<file path="config.mk">
export PLATFORM = sky130hd
export DESIGN_NAME = context_bank_flat
export DESIGN_NICKNAME = d
export VERILOG_FILES = /design/src/rtl/context_bank_if.sv /design/src/rtl/context_bank.sv /design/src/flat_wrapper.sv
export SDC_FILE = /design/constraint.sdc
export NUM_CORES = 2
export LEC_CHECK = 0
export ABC_CLOCK_PERIOD_IN_PS = 6500
export CAP_MARGIN = 25
export CORE_MARGIN = 2
export CORE_UTILIZATION = 35
export CTS_CLUSTER_SIZE = 14
export DETAILED_ROUTE_END_ITERATION = 8
export GPL_ROUTABILITY_DRIVEN = 0
export PLACE_DENSITY = 0.57
export SETUP_SLACK_MARGIN = 0.2
export SLEW_MARGIN = 10
export SYNTH_ARGS = -nofsm -noshare
export SYNTH_HDL_FRONTEND = slang
export SYNTH_SLANG_ARGS = --single-unit
</file>
<file path="constraint.sdc">
create_clock -name Fast_Clock -period 6.5 [get_ports Fast_Clock]
set_input_delay 0.975 -clock Fast_Clock [delete_from_list [all_inputs] [get_ports Fast_Clock]]
set_output_delay 0.975 -clock Fast_Clock [all_outputs]
set_load 0.005 [all_outputs]
</file>
<file path="src/rtl/context_bank_if.sv">
// context_bank_if
//   Bundles the manager request signals and the register-file port of the
//   context save/restore engine.
//   master : manager + register file side (drives Snapshot, Load_Proc,
//            Old_ID, New_ID, Rf_RData; observes the rest)
//   slave  : context_bank (drives Rf_Addr, Rf_WData, Rf_WE, Busy, Done)
//   Parameters must match the context_bank instance they connect to.
interface context_bank_if #(
  parameter int NUM_REGS  = 32,
  parameter int REG_W     = 32,
  parameter int PROC_BITS = 2
);
  localparam int AW = $clog2(NUM_REGS);

  logic                 Snapshot;
  logic                 Load_Proc;
  logic [PROC_BITS-1:0] Old_ID;
  logic [PROC_BITS-1:0] New_ID;
  logic [REG_W-1:0]     Rf_RData;
  logic [AW-1:0]        Rf_Addr;
  logic [REG_W-1:0]     Rf_WData;
  logic                 Rf_WE;
  logic                 Busy;
  logic                 Done;

  modport master (
    output Snapshot, Load_Proc, Old_ID, New_ID, Rf_RData,
    input  Rf_Addr, Rf_WData, Rf_WE, Busy, Done
  );

  modport slave (
    input  Snapshot, Load_Proc, Old_ID, New_ID, Rf_RData,
    output Rf_Addr, Rf_WData, Rf_WE, Busy, Done
  );
endinterface

</file>
<file path="src/rtl/context_bank.sv">
// context_bank
//   Register-file context save/restore engine. A rising edge on Snapshot
//   copies the live register file into context slot Old_ID, one register per
//   cycle; a rising edge on Load_Proc copies slot New_ID back into the
//   register file. A restore requested while busy is queued (pend) and runs
//   as soon as the current sequence ends, without a bubble.
//   Ports:
//     Fast_Clock : clock, all state on rising edge
//     Reset      : synchronous, active-high (context storage is not cleared)
//     bus        : context_bank_if.slave (requests, register-file port,
//                  Busy / Done status)
//   Build option:
//     CTX_SKIP_R0_EN : register 0 is hardwired zero; transfers cover
//                      registers 1..NUM_REGS-1 only.
module context_bank #(
  parameter int NUM_REGS  = 32,
  parameter int REG_W     = 32,
  parameter int PROC_BITS = 2
) (
  input logic           Fast_Clock,
  input logic           Reset,
  context_bank_if.slave bus
);
  localparam int AW    = $clog2(NUM_REGS);
  localparam int NSLOT = 2 ** PROC_BITS;
  localparam logic [AW-1:0] LAST = AW'(NUM_REGS - 1);
`ifdef CTX_SKIP_R0_EN
  localparam logic [AW-1:0] FIRST = AW'(1);
`else
  localparam logic [AW-1:0] FIRST = '0;
`endif

  typedef enum logic [1:0] {IDLE, SAVE, RESTORE, DONE} state_t;

  state_t               state_q, state_d;
  logic [AW-1:0]        idx_q, idx_d;
  logic [PROC_BITS-1:0] old_id_q, old_id_d;
  logic [PROC_BITS-1:0] new_id_q, new_id_d;
  logic                 pend_q, pend_d;
  logic                 snap_q, load_q;
  logic                 snap_edge, load_edge, pend_any;

  logic [REG_W-1:0] ctx [NSLOT][NUM_REGS];

  assign snap_edge = bus.Snapshot & ~snap_q;
  assign load_edge = bus.Load_Proc & ~load_q;
  // a restore request arriving this very cycle counts as pending too, so a
  // request on the last SAVE / the DONE cycle chains without being lost
  assign pend_any  = pend_q | load_edge;

  // Edge-detect copies track the inputs in reset as well, so a level that is
  // already high when reset releases is not seen as a new request.
  always_ff @(posedge Fast_Clock) begin
    snap_q <= bus.Snapshot;
    load_q <= bus.Load_Proc;
    if (Reset) begin
      state_q  <= IDLE;
      idx_q    <= '0;
      pend_q   <= 1'b0;
      old_id_q <= '0;
      new_id_q <= '0;
    end else begin
      state_q  <= state_d;
      idx_q    <= idx_d;
      pend_q   <= pend_d;
      old_id_q <= old_id_d;
      new_id_q <= new_id_d;
    end
  end

  always_comb begin
    state_d  = state_q;
    idx_d    = idx_q;
    old_id_d = old_id_q;
    new_id_d = new_id_q;
    pend_d   = pend_q;
    // While busy, a restore request only queues; new_id is overwritten right
    // away, so an in-flight restore reads its remaining words from the new
    // slot before the queued restore rewrites the whole file anyway.
    if (state_q != IDLE && load_edge) begin
      pend_d   = 1'b1;
      new_id_d = bus.New_ID;
    end
    unique case (state_q)
      IDLE: begin
        if (snap_edge) begin
          state_d  = SAVE;
          old_id_d = bus.Old_ID;
          idx_d    = FIRST;
          // simultaneous requests: save first, restore queued behind it
          if (load_edge) begin
            pend_d   = 1'b1;
            new_id_d = bus.New_ID;
          end
        end else if (load_edge || pend_q) begin
          state_d = RESTORE;
          idx_d   = FIRST;
          pend_d  = 1'b0;
          if (load_edge) new_id_d = bus.New_ID;
        end
      end
      SAVE: begin
        if (idx_q == LAST) begin
          if (pend_any) begin
            state_d = RESTORE;
            idx_d   = FIRST;
            pend_d  = 1'b0;
          end else begin
            state_d = IDLE;
          end
        end else begin
          idx_d = idx_q + AW'(1);
        end
      end
      RESTORE: begin
        if (idx_q == LAST) state_d = DONE;
        else               idx_d   = idx_q + AW'(1);
      end
      DONE: begin
        if (pend_any) begin
          state_d = RESTORE;
          idx_d   = FIRST;
          pend_d  = 1'b0;
        end else begin
          state_d = IDLE;
        end
      end
      default: state_d = IDLE;
    endcase
  end

  // Context store: one word per SAVE cycle, suppressed in the reset cycle so
  // an aborted save leaves the untouched words as they were.
  always_ff @(posedge Fast_Clock) begin
    if (!Reset && state_q == SAVE) ctx[old_id_q][idx_q] <= bus.Rf_RData;
  end

  always_comb begin
    bus.Rf_Addr  = '0;
    bus.Rf_WData = '0;
    bus.Rf_WE    = 1'b0;
    bus.Done     = 1'b0;
    unique case (state_q)
      SAVE: bus.Rf_Addr = idx_q;
      RESTORE: begin
        bus.Rf_Addr  = idx_q;
        bus.Rf_WData = ctx[new_id_q][idx_q];
        // register 0 is never written when it is hardwired zero
        bus.Rf_WE    = (FIRST == '0) || (idx_q != '0);
      end
      DONE: bus.Done = 1'b1;
      default: ;
    endcase
  end

  assign bus.Busy = (state_q != IDLE) | pend_q;
endmodule
</file>
<file path="src/flat_wrapper.sv">
// flat-port wrapper written by rule: the top's interface ports become plain ports
module context_bank_flat 
#(
  parameter int NUM_REGS  = 32,
  parameter int REG_W     = 32,
  parameter int PROC_BITS = 2
)
  (Fast_Clock, Reset, bus_Snapshot, bus_Load_Proc, bus_Old_ID, bus_New_ID, bus_Rf_RData, bus_Rf_Addr, bus_Rf_WData, bus_Rf_WE, bus_Busy, bus_Done);
  context_bank_if #(.NUM_REGS(NUM_REGS), .REG_W(REG_W), .PROC_BITS(PROC_BITS)) bus_i ();
  input logic Fast_Clock;
  input logic Reset;
  input wire logic [$bits(bus_i.Snapshot)-1:0] bus_Snapshot;
  input wire logic [$bits(bus_i.Load_Proc)-1:0] bus_Load_Proc;
  input wire logic [$bits(bus_i.Old_ID)-1:0] bus_Old_ID;
  input wire logic [$bits(bus_i.New_ID)-1:0] bus_New_ID;
  input wire logic [$bits(bus_i.Rf_RData)-1:0] bus_Rf_RData;
  output wire logic [$bits(bus_i.Rf_Addr)-1:0] bus_Rf_Addr;
  output wire logic [$bits(bus_i.Rf_WData)-1:0] bus_Rf_WData;
  output wire logic [$bits(bus_i.Rf_WE)-1:0] bus_Rf_WE;
  output wire logic [$bits(bus_i.Busy)-1:0] bus_Busy;
  output wire logic [$bits(bus_i.Done)-1:0] bus_Done;
  assign bus_i.Snapshot = bus_Snapshot;
  assign bus_i.Load_Proc = bus_Load_Proc;
  assign bus_i.Old_ID = bus_Old_ID;
  assign bus_i.New_ID = bus_New_ID;
  assign bus_i.Rf_RData = bus_Rf_RData;
  assign bus_Rf_Addr = bus_i.Rf_Addr;
  assign bus_Rf_WData = bus_i.Rf_WData;
  assign bus_Rf_WE = bus_i.Rf_WE;
  assign bus_Busy = bus_i.Busy;
  assign bus_Done = bus_i.Done;
  context_bank #(.NUM_REGS(NUM_REGS), .REG_W(REG_W), .PROC_BITS(PROC_BITS)) u_core (.Fast_Clock(Fast_Clock), .Reset(Reset), .bus(bus_i));
endmodule
</file>
==> metrics.md <==
| Metric | Value |
|---|---|
| Number of global-route vias before repair | 82600 |
| Sequential share of the synthesized area | 0.776 |
| Largest net degree at the start of global routing | 116 |
| Top-count cell post-synth | edfxtp_1 |
| Post-synth top area share | 0.774 |
| Number of buffers created by CTS | 414 |
| List of most frequent post-synthesis cells | 4096 x edfxtp_1, 1795 x mux2i_1, 667 x a22oi_1 |
| Syn nets | 8773 |
| Final period util | 0.973 |
| Syn Inst Count | 8723 |
| DRT iter0 DRCs | 9998 |
| Startpoint Class | register |
| # IOs | 80 |
| Endpoint class of the critical path | primary output |
| Max Slew Vio Count | 0 |
| Peak VDD IR | 0.221 mV |
| Fin util | 0.405 |
| WL per Instance | 30.2 um |
| Crit Path Max Fanout | 80 |
| Hold Path Class | in2reg |
| Async set or reset register ratio after synthesis | 0 |
| RSZ-0062 raised after global routing | yes |
| Mapped cell area | 159000 um2 |
| Yosys cell types | 46 |
| Clock Sinks | 4110 |
| Area Growth Syn to Fin | 15.4% |
| Finished Layout Cells | 15500 |
| H-tree depth reported by CTS | 5 |
| Die height | 678 um |
| Total gr overflow | 0 |
| Share of layout cells above drive strength 1 | 0.138 |
| Worst setup margin | 176 ps |
| Fin nets | 9173 |
| Core Box Area | 452000 um2 |
| Inst Count DP | 14700 |
| Initial Utilization | 0.351 |
| Mean Syn Cell Area | 18.2 um2 |
| Root buffer cell | clkbuf_16 |
| Clock skew | 47.0 ps |
| Fmax | 0.158 GHz |
| Tmin final | 6320 ps |
| CP arrival | 5350 ps |
| Max_cap viols | 0 |
| Max_slew headroom | 0.246 |
| Worst reg2reg endpoint | u_core.ctx[0][1010] |
| Die Wd | 678 um |
| R2R depth | 7 |
| Number of remaining DRC errors | 0 |
| Setup WS pre-CTS | 418 ps |
| CTS max path bufs | 4 |
| Top post-synthesis cells by area | edfxtp_1 77%, mux2i_1 11%, a22oi_1 3.2%, mux4_2 1.8%, nand3_1 1.4% |
| Primary FF master, synth | edfxtp_1 |
| WL final | 467 mm |
| Clk slew on worst S/H paths | 60 ps |
| Initial antenna violation count | 35 |
| Seq cells post-synth | 4110 |
| Antenna viol nets, final | 0 |
| FP Rows | 247 |
| Worst hold start | bus_Rf_RData[25] |
| TritonCTS clock tree | built |
| R2r setup slk | 2610 ps |
| DR vias/cell | 5.49 |
| Global-route wire length before repair | 646 mm |
| Leakage power | 54.4 nW |
| Status | complete, no violations |
| CP required | 5520 ps |
| Tot GR Track Use | 0.196 |
| Vias | 84800 |
| CTS hold repair buffers | 0 |
| Worst Tran Pin Value | 1130 ps |
| Die area | 459000 um2 |
| Post-synth EDFFs | 4096 |
| Detailed placer's ending HPWL | 278 mm |
| Area leader, netlist | edfxtp_1 |
| Hold Fails Final Rpt | 0 |
| Min Hold Slack | 350 ps |
| Setup violations, final | 0 |
| Worst Hold Depth | 1 |
| Drt first pass iters | 6 |
| Worst skew pair latency | 980 ps |
| Hold endpoint | u_core.ctx[0][889] |
| Warnings, synthesis | 0 |
| Port bufs | 79 |
| Power density over the cells | 306 nW/um2 |
| Worst Path Class, Setup | reg2out |
[flip-flops by register name (all words and copies together) (netlist names), named ones only]
register / flops
u_core.new_id_q: 2
u_core.old_id_q: 2
u_core.state_q: 1
u_core.idx_q: 5
u_core.load_q: 1
u_core.pend_q: 1
u_core.snap_q: 1
u_core.ctx: 4096
[metrics by stage]
stage	area [um2]	TNS [ps]	power, mW
after CTS	183000	0	56.4
after global placement	170000	-105	33.4
final	183000	0	56.1
after global routing	183000	0	57.5
after floorplan	159000	0	31.4
after detailed placement	170000	0	33.5
[critical path, stage by stage, from the launching register on]
cell	delay (ps)
dfxtp_2	550
buf_4	290
nor2b_4	470
buf_12	450
a22oi_1	180
nand3_1	240
nand4_1	470
nor4_1	740
nor2_1	280
clkdlybuf4s50_1	520
[worst max path at each step]
stage / to / startpoint / slack [ps] / cells past startpoint
4_1_cts: bus_Rf_WData[16] / u_core.new_id_q[1] / 230 / 10
2_1_floorplan: u_core.ctx[0][288] / Reset / 3200 / 4
3_3_place_gp: bus_Rf_WData[16] / u_core.idx_q[1] / -110 / 8
5_1_grt: bus_Rf_WData[16] / u_core.idx_q[0] / 190 / 10
3_5_place_dp: bus_Rf_WData[17] / u_core.new_id_q[1] / 420 / 9
6_report: bus_Rf_WData[10] / u_core.idx_q[0] / 180 / 9
[cell families after synthesis]
logic type | Yosys count | share of synthesized area
AOI/OAI and AO/OA | 986 | 0.0419
DFF | 4110 | 0.776
and+or+nand+nor | 1169 | 0.0347
adders and majority gates | 10 | 0.000788
buffers and inverters | 523 | 0.0152
muxes | 1925 | 0.131
[cell usage in the layout (no fill, tap or decap), types with 6 or more instances in the layout]
cell type	count
nor2b_1	6
dfxtp_1	7
nor4_2	6
ha_1	10
clkdlybuf4s50_1	47
nor2_1	49
nand4_1	121
diode_2	12
mux2i_1	1795
inv_6	11
edfxtp_1	4096
clkinv_2	71
buf_12	87
clkbuf_1	87
nor3_1	7
a21oi_1	299
clkinvlp_4	8
nand3_1	457
clkinv_1	116
inv_1	6
o21ai_0	6
clkbuf_16	420
mux4_2	128
nor4_1	21
a22oi_1	667
bufinv_16	32
and2_1	9
nand2_1	325
nor2_4	134
buf_4	357
[per-layer routing]
metal  track usage  part of all wire  wire length, um  up-vias
met2         0.320              0.48           222000     3416
met3        0.0255             0.068            31600      688
met1         0.270              0.42           195000    44800
met4        0.0704             0.038            17800        8
met5             0           0.00011               52        -
li1              -                 -                -    35900
[power by group]
| part | total, mW | internal (mW) | switching [mW] |
|---|---|---|---|
| combinational | 3.76 | 1.13 | 2.63 |
| sequential | 29.2 | 29.2 | 0.0249 |
| clock | 23.1 | 13.1 | 10.0 |
[area by class of cell]
cell class,instances,area [um2]
Fill cell,40000,269000
Sequential cell,4110,123000
Multi-Input combinational cell,4090,34400
Clock buffer,507,10800
Tap cell,5976,7480
Timing Repair Buffer,499,5050
Clock inverter,250,2180
Inverter,8,33.8
Antenna cell,12,30.0
[timing repair]
item | in CTS | in global routing
pin swaps | 6 | 2
setup endpoints to repair | 29 | 2
gates resized for setup | 19 | 1
setup buffers | 21 | 5
Power figures use the tool's default switching activity.
